[config.mk]
export PLATFORM = sky130hd
export DESIGN_NAME = instenc
export DESIGN_NICKNAME = d
export VERILOG_FILES = /design/src/rtl/instenc_pkg.sv /design/src/rtl/mnem_lookup.sv /design/src/rtl/instenc.sv
export SDC_FILE = /design/constraint.sdc
export NUM_CORES = 1
export LEC_CHECK = 0
export BUFFER_PORTS_ARGS = -buffer_cell sky130_fd_sc_hd__buf_2
export CELL_PAD_IN_SITES_DETAIL_PLACEMENT = 1
export CELL_PAD_IN_SITES_GLOBAL_PLACEMENT = 1
export CORE_ASPECT_RATIO = 1.5
export CORE_MARGIN = 2
export CORE_UTILIZATION = 40
export CTS_BUF_LIST = sky130_fd_sc_hd__clkbuf_4 sky130_fd_sc_hd__clkbuf_8
export CTS_CLUSTER_SIZE = 20
export DETAILED_ROUTE_END_ITERATION = 7
export GPL_ROUTABILITY_DRIVEN = 0
export GPL_TIMING_DRIVEN = 1
export HOLD_SLACK_MARGIN = 0.06
export PLACE_DENSITY_LB_ADDON = 0.1
export SYNTH_ARGS = -nofsm -noshare
export SYNTH_HDL_FRONTEND = slang
export SYNTH_SLANG_ARGS = --single-unit
[constraint.sdc]
create_clock -name clk -period 4.25 [get_ports clk]
set_clock_uncertainty 0.2 [all_clocks]
set_input_delay 0.425 -clock clk [delete_from_list [all_inputs] [get_ports clk]]
set_output_delay 0.425 -clock clk [all_outputs]
set_load 0.02 [all_outputs]
[src/rtl/instenc_pkg.sv]
// Shared widths, MIPS32 encoding constants, lookup payload types and the word encoder.
package instenc_pkg;

    localparam int unsigned MNEM_W   = 40;
    localparam int unsigned REG_W    = 5;
    localparam int unsigned IMM_W    = 26;
    localparam int unsigned INSTR_W  = 32;
    localparam int unsigned ADDR_W   = 10;
    localparam int unsigned ERRCNT_W = 8;
    localparam int unsigned OP_W     = 6;

    // Major opcodes
    localparam logic [OP_W-1:0] EXE_SPECIAL = 6'b000000;
    localparam logic [OP_W-1:0] EXE_REGIMM  = 6'b000001;
    localparam logic [OP_W-1:0] EXE_J       = 6'b000010;
    localparam logic [OP_W-1:0] EXE_JAL     = 6'b000011;
    localparam logic [OP_W-1:0] EXE_BEQ     = 6'b000100;
    localparam logic [OP_W-1:0] EXE_BNE     = 6'b000101;
    localparam logic [OP_W-1:0] EXE_BLEZ    = 6'b000110;
    localparam logic [OP_W-1:0] EXE_BGTZ    = 6'b000111;
    localparam logic [OP_W-1:0] EXE_ADDI    = 6'b001000;
    localparam logic [OP_W-1:0] EXE_ADDIU   = 6'b001001;
    localparam logic [OP_W-1:0] EXE_SLTI    = 6'b001010;
    localparam logic [OP_W-1:0] EXE_SLTIU   = 6'b001011;
    localparam logic [OP_W-1:0] EXE_ANDI    = 6'b001100;
    localparam logic [OP_W-1:0] EXE_ORI     = 6'b001101;
    localparam logic [OP_W-1:0] EXE_XORI    = 6'b001110;
    localparam logic [OP_W-1:0] EXE_LUI     = 6'b001111;
    localparam logic [OP_W-1:0] EXE_COP0    = 6'b010000;
    localparam logic [OP_W-1:0] EXE_LB      = 6'b100000;
    localparam logic [OP_W-1:0] EXE_LH      = 6'b100001;
    localparam logic [OP_W-1:0] EXE_LW      = 6'b100011;
    localparam logic [OP_W-1:0] EXE_LBU     = 6'b100100;
    localparam logic [OP_W-1:0] EXE_LHU     = 6'b100101;
    localparam logic [OP_W-1:0] EXE_SB      = 6'b101000;
    localparam logic [OP_W-1:0] EXE_SH      = 6'b101001;
    localparam logic [OP_W-1:0] EXE_SW      = 6'b101011;

    // SPECIAL funct codes
    localparam logic [OP_W-1:0] EXE_SLL     = 6'b000000;
    localparam logic [OP_W-1:0] EXE_SRL     = 6'b000010;
    localparam logic [OP_W-1:0] EXE_SRA     = 6'b000011;
    localparam logic [OP_W-1:0] EXE_SLLV    = 6'b000100;
    localparam logic [OP_W-1:0] EXE_SRLV    = 6'b000110;
    localparam logic [OP_W-1:0] EXE_SRAV    = 6'b000111;
    localparam logic [OP_W-1:0] EXE_JR      = 6'b001000;
    localparam logic [OP_W-1:0] EXE_JALR    = 6'b001001;
    localparam logic [OP_W-1:0] EXE_SYSCALL = 6'b001100;
    localparam logic [OP_W-1:0] EXE_BREAK   = 6'b001101;
    localparam logic [OP_W-1:0] EXE_MFHI    = 6'b010000;
    localparam logic [OP_W-1:0] EXE_MTHI    = 6'b010001;
    localparam logic [OP_W-1:0] EXE_MFLO    = 6'b010010;
    localparam logic [OP_W-1:0] EXE_MTLO    = 6'b010011;
    localparam logic [OP_W-1:0] EXE_MULT    = 6'b011000;
    localparam logic [OP_W-1:0] EXE_MULTU   = 6'b011001;
    localparam logic [OP_W-1:0] EXE_DIV     = 6'b011010;
    localparam logic [OP_W-1:0] EXE_DIVU    = 6'b011011;
    localparam logic [OP_W-1:0] EXE_ADD     = 6'b100000;
    localparam logic [OP_W-1:0] EXE_ADDU    = 6'b100001;
    localparam logic [OP_W-1:0] EXE_SUB     = 6'b100010;
    localparam logic [OP_W-1:0] EXE_SUBU    = 6'b100011;
    localparam logic [OP_W-1:0] EXE_AND     = 6'b100100;
    localparam logic [OP_W-1:0] EXE_OR      = 6'b100101;
    localparam logic [OP_W-1:0] EXE_XOR     = 6'b100110;
    localparam logic [OP_W-1:0] EXE_NOR     = 6'b100111;
    localparam logic [OP_W-1:0] EXE_SLT     = 6'b101010;
    localparam logic [OP_W-1:0] EXE_SLTU    = 6'b101011;

    // REGIMM rt codes and COP0 rs codes
    localparam logic [REG_W-1:0] EXE_BLTZ   = 5'b00000;
    localparam logic [REG_W-1:0] EXE_BGEZ   = 5'b00001;
    localparam logic [REG_W-1:0] EXE_BLTZAL = 5'b10000;
    localparam logic [REG_W-1:0] EXE_BGEZAL = 5'b10001;
    localparam logic [REG_W-1:0] EXE_MFC0   = 5'b00000;
    localparam logic [REG_W-1:0] EXE_MTC0   = 5'b00100;

    localparam logic [INSTR_W-1:0] EXE_ERET_WORD = 32'h42000018;

    typedef enum logic [2:0] {
        FMT_NOP, FMT_R, FMT_TRAP, FMT_I, FMT_J, FMT_REGIMM, FMT_COP0, FMT_ERET
    } fmt_e;

    typedef struct packed {
        fmt_e            fmt;
        logic [OP_W-1:0] op;
        logic [OP_W-1:0] code;
        logic            err;
    } lookup_t;

    typedef struct packed {
        logic [MNEM_W-1:0] mnem;
        logic [REG_W-1:0]  rs;
        logic [REG_W-1:0]  rt;
        logic [REG_W-1:0]  rd;
        logic [REG_W-1:0]  sa;
        logic [IMM_W-1:0]  imm;
    } fields_t;

    // Build a recognised lookup entry.
    function automatic lookup_t lk_mk(fmt_e fmt, logic [OP_W-1:0] op, logic [OP_W-1:0] code);
        return '{fmt: fmt, op: op, code: code, err: 1'b0};
    endfunction

    // Assemble the final word from the lookup result and the operand fields.
    function automatic logic [INSTR_W-1:0] encode(lookup_t lk, fields_t f);
        logic [INSTR_W-1:0] w;
        w = '0;
        case (lk.fmt)
            FMT_R:      w = {EXE_SPECIAL, f.rs, f.rt, f.rd, f.sa, lk.code};
            FMT_TRAP:   w = {EXE_SPECIAL, 20'd0, lk.code};
            FMT_I:      w = {lk.op, f.rs, f.rt, f.imm[15:0]};
            FMT_J:      w = {lk.op, f.imm};
            FMT_REGIMM: w = {lk.op, f.rs, lk.code[REG_W-1:0], f.imm[15:0]};
            FMT_COP0:   w = {lk.op, lk.code[REG_W-1:0], f.rt, f.rd, 11'd0};
            FMT_ERET:   w = EXE_ERET_WORD;
            default:    w = '0;
        endcase
        return w;
    endfunction

endpackage

[src/rtl/mnem_lookup.sv]
// Combinational mnemonic decoder: ASCII mnemonic -> format class, opcode, funct/rt code, error.
module mnem_lookup
    import instenc_pkg::*;
(
    input  logic [MNEM_W-1:0] mnem,
    output lookup_t           lk
);

    // Table lookup; unknown mnemonics encode as zero with err set.
    always_comb begin
        lk = '{fmt: FMT_NOP, op: '0, code: '0, err: 1'b1};
        case (mnem)
            40'("AND"):    lk = lk_mk(FMT_R, EXE_SPECIAL, EXE_AND);
            40'("OR"):     lk = lk_mk(FMT_R, EXE_SPECIAL, EXE_OR);
            40'("XOR"):    lk = lk_mk(FMT_R, EXE_SPECIAL, EXE_XOR);
            40'("NOR"):    lk = lk_mk(FMT_R, EXE_SPECIAL, EXE_NOR);
            40'("SLL"):    lk = lk_mk(FMT_R, EXE_SPECIAL, EXE_SLL);
            40'("SRL"):    lk = lk_mk(FMT_R, EXE_SPECIAL, EXE_SRL);
            40'("SRA"):    lk = lk_mk(FMT_R, EXE_SPECIAL, EXE_SRA);
            40'("SLLV"):   lk = lk_mk(FMT_R, EXE_SPECIAL, EXE_SLLV);
            40'("SRLV"):   lk = lk_mk(FMT_R, EXE_SPECIAL, EXE_SRLV);
            40'("SRAV"):   lk = lk_mk(FMT_R, EXE_SPECIAL, EXE_SRAV);
            40'("MFHI"):   lk = lk_mk(FMT_R, EXE_SPECIAL, EXE_MFHI);
            40'("MTHI"):   lk = lk_mk(FMT_R, EXE_SPECIAL, EXE_MTHI);
            40'("MFLO"):   lk = lk_mk(FMT_R, EXE_SPECIAL, EXE_MFLO);
            40'("MTLO"):   lk = lk_mk(FMT_R, EXE_SPECIAL, EXE_MTLO);
            40'("ADD"):    lk = lk_mk(FMT_R, EXE_SPECIAL, EXE_ADD);
            40'("ADDU"):   lk = lk_mk(FMT_R, EXE_SPECIAL, EXE_ADDU);
            40'("SUB"):    lk = lk_mk(FMT_R, EXE_SPECIAL, EXE_SUB);
            40'("SUBU"):   lk = lk_mk(FMT_R, EXE_SPECIAL, EXE_SUBU);
            40'("SLT"):    lk = lk_mk(FMT_R, EXE_SPECIAL, EXE_SLT);
            40'("SLTU"):   lk = lk_mk(FMT_R, EXE_SPECIAL, EXE_SLTU);
            40'("MULT"):   lk = lk_mk(FMT_R, EXE_SPECIAL, EXE_MULT);
            40'("MULTU"):  lk = lk_mk(FMT_R, EXE_SPECIAL, EXE_MULTU);
            40'("DIV"):    lk = lk_mk(FMT_R, EXE_SPECIAL, EXE_DIV);
            40'("DIVU"):   lk = lk_mk(FMT_R, EXE_SPECIAL, EXE_DIVU);
            40'("JR"):     lk = lk_mk(FMT_R, EXE_SPECIAL, EXE_JR);
            40'("JALR"):   lk = lk_mk(FMT_R, EXE_SPECIAL, EXE_JALR);
            40'("SYSC"):   lk = lk_mk(FMT_TRAP, EXE_SPECIAL, EXE_SYSCALL);
            40'("BRE"):    lk = lk_mk(FMT_TRAP, EXE_SPECIAL, EXE_BREAK);
            40'("ANDI"):   lk = lk_mk(FMT_I, EXE_ANDI, '0);
            40'("XORI"):   lk = lk_mk(FMT_I, EXE_XORI, '0);
            40'("LUI"):    lk = lk_mk(FMT_I, EXE_LUI, '0);
            40'("ORI"):    lk = lk_mk(FMT_I, EXE_ORI, '0);
            40'("ADDI"):   lk = lk_mk(FMT_I, EXE_ADDI, '0);
            40'("ADDIU"):  lk = lk_mk(FMT_I, EXE_ADDIU, '0);
            40'("SLTI"):   lk = lk_mk(FMT_I, EXE_SLTI, '0);
            40'("SLTIU"):  lk = lk_mk(FMT_I, EXE_SLTIU, '0);
            40'("BEQ"):    lk = lk_mk(FMT_I, EXE_BEQ, '0);
            40'("BNE"):    lk = lk_mk(FMT_I, EXE_BNE, '0);
            40'("BGTZ"):   lk = lk_mk(FMT_I, EXE_BGTZ, '0);
            40'("BLEZ"):   lk = lk_mk(FMT_I, EXE_BLEZ, '0);
            40'("LB"):     lk = lk_mk(FMT_I, EXE_LB, '0);
            40'("LBU"):    lk = lk_mk(FMT_I, EXE_LBU, '0);
            40'("LH"):     lk = lk_mk(FMT_I, EXE_LH, '0);
            40'("LHU"):    lk = lk_mk(FMT_I, EXE_LHU, '0);
            40'("LW"):     lk = lk_mk(FMT_I, EXE_LW, '0);
            40'("SB"):     lk = lk_mk(FMT_I, EXE_SB, '0);
            40'("SH"):     lk = lk_mk(FMT_I, EXE_SH, '0);
            40'("SW"):     lk = lk_mk(FMT_I, EXE_SW, '0);
            40'("J"):      lk = lk_mk(FMT_J, EXE_J, '0);
            40'("JAL"):    lk = lk_mk(FMT_J, EXE_JAL, '0);
            40'("BGEZ"):   lk = lk_mk(FMT_REGIMM, EXE_REGIMM, 6'(EXE_BGEZ));
            40'("BGEZAL"): lk = lk_mk(FMT_REGIMM, EXE_REGIMM, 6'(EXE_BGEZAL));
            40'("BLTZ"):   lk = lk_mk(FMT_REGIMM, EXE_REGIMM, 6'(EXE_BLTZ));
            40'("BLTZAL"): lk = lk_mk(FMT_REGIMM, EXE_REGIMM, 6'(EXE_BLTZAL));
            40'("MTOC0"):  lk = lk_mk(FMT_COP0, EXE_COP0, 6'(EXE_MTC0));
            40'("MFC0"):   lk = lk_mk(FMT_COP0, EXE_COP0, 6'(EXE_MFC0));
            40'("ERET"):   lk = lk_mk(FMT_ERET, EXE_COP0, '0);
            40'("NOP"):    lk = lk_mk(FMT_NOP, EXE_SPECIAL, '0);
            default:       lk = '{fmt: FMT_NOP, op: '0, code: '0, err: 1'b1};
        endcase
    end

endmodule

[src/rtl/instenc.sv]
// Two-stage valid/ready MIPS32 instruction encoder with output address and error counter.
module instenc
    import instenc_pkg::*;
(
    input  logic                clk,
    input  logic                resetn,
    input  logic                in_valid,
    output logic                in_ready,
    input  logic [MNEM_W-1:0]   in_mnem,
    input  logic [REG_W-1:0]    in_rs,
    input  logic [REG_W-1:0]    in_rt,
    input  logic [REG_W-1:0]    in_rd,
    input  logic [REG_W-1:0]    in_sa,
    input  logic [IMM_W-1:0]    in_imm,
    output logic                out_valid,
    input  logic                out_ready,
    output logic [INSTR_W-1:0]  out_instr,
    output logic                out_err,
    output logic [ADDR_W-1:0]   out_addr,
    output logic [ERRCNT_W-1:0] err_cnt
);

    logic    s1_valid;
    fields_t s1_q;
    fields_t in_f;
    lookup_t lk;
    logic    s2_adv;
    logic    out_xfer;

    assign in_f     = '{mnem: in_mnem, rs: in_rs, rt: in_rt, rd: in_rd, sa: in_sa, imm: in_imm};
    assign s2_adv   = !out_valid || out_ready;
    assign in_ready = !s1_valid || s2_adv;
    assign out_xfer = out_valid && out_ready;

    mnem_lookup u_lookup (
        .mnem (s1_q.mnem),
        .lk   (lk)
    );

    // Stage 1: capture the incoming field set.
    always_ff @(posedge clk or negedge resetn) begin
        if (!resetn) begin
            s1_valid <= 1'b0;
            s1_q     <= '0;
        end else if (in_ready) begin
            s1_valid <= in_valid;
            if (in_valid) begin
                s1_q <= in_f;
            end
        end
    end

    // Stage 2: register the encoded word; held while downstream stalls.
    always_ff @(posedge clk or negedge resetn) begin
        if (!resetn) begin
            out_valid <= 1'b0;
            out_instr <= '0;
            out_err   <= 1'b0;
        end else if (s2_adv) begin
            out_valid <= s1_valid;
            if (s1_valid) begin
                out_instr <= encode(lk, s1_q);
                out_err   <= lk.err;
            end
        end
    end

    // Output word index (wraps naturally) and saturating error count.
    always_ff @(posedge clk or negedge resetn) begin
        if (!resetn) begin
            out_addr <= '0;
            err_cnt  <= '0;
        end else if (out_xfer) begin
            out_addr <= out_addr + ADDR_W'(1);
            if (out_err && (err_cnt != {ERRCNT_W{1'b1}})) begin
                err_cnt <= err_cnt + ERRCNT_W'(1);
            end
        end
    end

endmodule

==> run summary <==
The remaining number of nets flagged by the antenna check after routing was 0. The number of storage elements in the synthesis netlist is 139, and the peak fanout along the critical path is 11. The synthesized design contains 0 enable-type register cells. For the normalized max-slew margin, the log shows 21.3%. The post-placement cell count is 1,221, and the detail-routed via count per cell is 6.14.

The first global-routing pass estimated 50,100 um of wire. The final-report hold violation count is 0. The share of synthesized flip-flops with an asynchronous set or reset was 100%; the area of the die was 21,400 um^2. The tools report the number of design rule violations left after detail routing as 0.

In this run the critical register-to-register path is launched from s1_q[71]$_DFFE_PN0P_. The worst hold path belongs to the class reg2reg. Of the available clock period, the critical path in the final layout requires 94.0%. The peak per-stage delay on the critical path works out to 0.73 ns. Summed over all instances, the cell type with the most area after synthesis is dfrtp_1. Setup repair after global routing left no endpoint under its margin. The final critical path time including I/O delays and setup came out at 3.99 ns.

Launching element of the worst setup path: s1_q[71]$_DFFE_PN0P_. The starting density of the core is 40.8%. In the final routed layout, each cell accounts on average for 24.4 um. The summed instance area of the synthesized netlist was 8110 um^2. The capturing element type of the critical path is a flip-flop. The largest individual stage delay along the critical path comes from the cell nor4_2. Maximum buffer depth of the clock tree: 2.

After floorplanning, the core was sized to cover 19,900 um^2. TritonCTS built the clock tree. The worst hold endpoint is out_addr[9]$_DFFE_PN0P_.

For this run, the total global-route usage over all layers was measured as 31.2%. Counting every net in the synthesized netlist gives 931. The count of buffers added on input and output ports is 142. After detailed routing, the wire length on met1 is 12,000 um. The worst-case IR drop observed on VDD is 0.000313 V. The worst register-to-register path has a depth of 8.

Buffers inserted during clock tree synthesis total 17. Max-cap violations in this run came to 0. The cell count of the worst hold path was 1. After clock tree synthesis, the clock-pin slew on the worst setup and hold paths is 0.08 ns. The highest metal layer carrying signal wires in the routed design is met4.

The startpoint identified for the worst hold timing path is out_addr[9]$_DFFE_PN0P_. The routed design uses 2530 um of met3 wire. Summing over every cut layer, the via total after detailed routing is 8,239. After synthesis, the netlist uses 62 different library cells.

Compared with the post-synthesis result, the final layout area differs by 29.7%. The logs give 0.49 ns for the latest clock arrival within the worst-skew pair and 0 for the max-slew violation count. The mean instance size in the synthesized netlist is 9.66 um^2, and the total wire length after detailed routing is 32,700 um. The share of synthesized area in the top cell type comes to 42.9%. The total overflow left after global routing is 0.

The run gives 0.26 ns as the reg2reg setup slack. The number of global-route vias before repair is 8,781. Across the whole layout, storage elements account for 3480 um^2. Summed over all failing endpoints, the final setup total negative slack is 0 ns. For the H-tree depth reported by CTS, the log shows 4. The top cell types in the final layout, fill and taps aside, are 141 x buf_2, 139 x dfrtp_1, 89 x dlygate4sd3_1. The ratio of cells with drive above 1 in the final layout was 29.7%; the routed length on met2 was 16,100 um. Number of setup violations in the final report: 0. The worst setup path is launched from a flip-flop. CTS saw 139 sinks.

After synthesis, the cell types taking the most area are dfrtp_1 43%, mux2_2 12%, nand2_1 4.0%, nand4_1 3.5%, nor4_1 3.2%. The synthesis warning total was 0. For this run, the number of standard cells in the final layout without fillers is 1,342. The area of combinational cells with multiple inputs was 4380 um^2; the horizontal die dimension was 120 um. The tools report the largest net degree at the start of global routing as 91. 143 I/O pins were placed. The run gives 250 MHz as the highest attainable clock frequency.

For the sequential element share of the synthesized area, the log shows 42.9%. The root buffer cell chosen for the clock tree is clkbuf_8. Number of rows created at floorplan: 63.

By startpoint and endpoint, the worst setup path is classified as reg2reg. The critical path goes through nor4_2, nand3_1, nor4_2, a2111oi_0, nand4_1, or3_1, o21ai_0, o21ai_0. The first-pass iteration count of the detailed router was 5. The logs give 4.19 ns for the critical path data arrival time and 22,600 um for the HPWL after detailed placement. For this design the ratio of total power to cell area is 353 nW/um^2. DRC violation total after the first TritonRoute iteration: 620.

The logs give 1 for the initial antenna violation count and 4.37 nW for the cell leakage power. The run gives 1,161 as the final layout net count. Final hold analysis gives a worst-case slack of 0.283 ns.

The required time of the worst setup path was 4.45 ns; the number of inserted filler cells in the final layout was 2,318. For the pin with the worst max-slew slack, the measured transition is 1.17 ns. The height of the chip works out to 178 um.

The flow ran to the end, and the final reports show no timing, DRC or antenna violations. The library cell used most frequently in the layout, excluding fill and tap cells, is buf_2. Synthesis handed over a netlist of 839 instances.

Main flop type after synthesis: dfrtp_1. In this run the critical register-to-register path is captured at out_instr[15]$_DFFE_PN0P_.
cells by family (layout without fill, tap and decap cells):
logic type / after synthesis / in the layout / synth area share (%)
multiplexers: 88 / 88 / 12.2
flip-flops: 139 / 139 / 42.9
adder cells (fa/ha/maj): 2 / 2 / 0.309
buffers and inverters: 66 / 308 / 3.50
AO/OA/AOI/OAI: 123 / 123 / 10.6
other: 0 / 1 / 0
XOR/XNOR: 19 / 19 / 2.05
AND/OR/NAND/NOR: 402 / 402 / 28.4
registers in the layout (all words and copies together), names as in the netlist:
signal,cells
s1_q,86
out_instr,32
out_addr,10
err_cnt,8
out_err,1
out_valid,1
s1_valid,1
Yosys cell counts, drive strengths merged, types with 4 or more instances:
cell type  number
nand3          40
nor4           44
or2             5
o22ai           6
and3           11
nor2           40
a211oi          5
mux2           88
a31oi          11
clkbuf         29
dfrtp         139
xnor2          12
nor3           34
or3             9
nor4b          13
nand2          86
nand2b          8
nor4bb         24
xor2            7
a2111oi         7
o21ai          36
nor2b          12
buf            26
nand4          47
inv            11
and2           15
a221oi          4
a22oi          12
o211ai          6
a21oi          17
cell type report:
cell class,instances,share of cell area (%)
timing repair buffer,266,17.8
multi-input combinational,634,41.7
tap,260,3.09
clock inverter,11,1.34
inverter,11,0.393
antenna,1,0.0238
clock buffer,20,2.62
sequential,139,33.1
report_power, final:
part	switching, mW	total [mW]	internal, mW
sequential	0.251	1.75	1.50
combinational	0.413	0.788	0.375
clock	0.558	1.18	0.622
repair_timing:
| item | 4_1_cts | 5_1_grt |
|---|---|---|
| gates resized for setup | 0 | 2 |
| setup endpoints to repair | 0 | 23 |
| hold buffers | 89 | 0 |
| setup buffers | 0 | 0 |
| endpoints found under the hold margin | 176 | 0 |
worst max-delay path by stage:
stage          cells past startpoint                         to
6_report                           8  out_instr[15]$_DFFE_PN0P_
5_1_grt                            8  out_instr[11]$_DFFE_PN0P_
4_1_cts                            8  out_instr[15]$_DFFE_PN0P_
3_5_place_dp                       8  out_instr[15]$_DFFE_PN0P_
3_3_place_gp                       8  out_instr[13]$_DFFE_PN0P_
2_1_floorplan                     11  out_instr[16]$_DFFE_PN0P_
worst max-delay path, delay by kind of cell (launching register included):
kind            cells  cell delay [ns]
compound gates      3             0.82
flops               1             0.51
simple gates        5             2.37
through the flow:
| step | cell area, um^2 | power [mW] | worst slack, ns | utilization [%] |
|---|---|---|---|---|
| after floorplan | 8110 | 2.16 | 1.19 | - |
| after global placement | 9190 | 2.42 | 0.445 | 46.3 |
| after detailed placement | 9190 | 2.47 | 0.263 | 46.3 |
| after CTS | 10500 | 3.71 | 0.244 | 52.8 |
| after global routing | 10500 | 3.88 | 0.0699 | 52.9 |
| final | 10500 | 3.71 | 0.256 | 52.9 |
routing by layer:
layer | global-route usage, % | vias up
met4 | 19.5 | 0
met1 | 34.2 | 4047
met5 | 0 | -
met3 | 9.62 | 144
li1 | - | 3629
met2 | 52.5 | 419
Note: power is estimated with default switching activity, not from simulation.
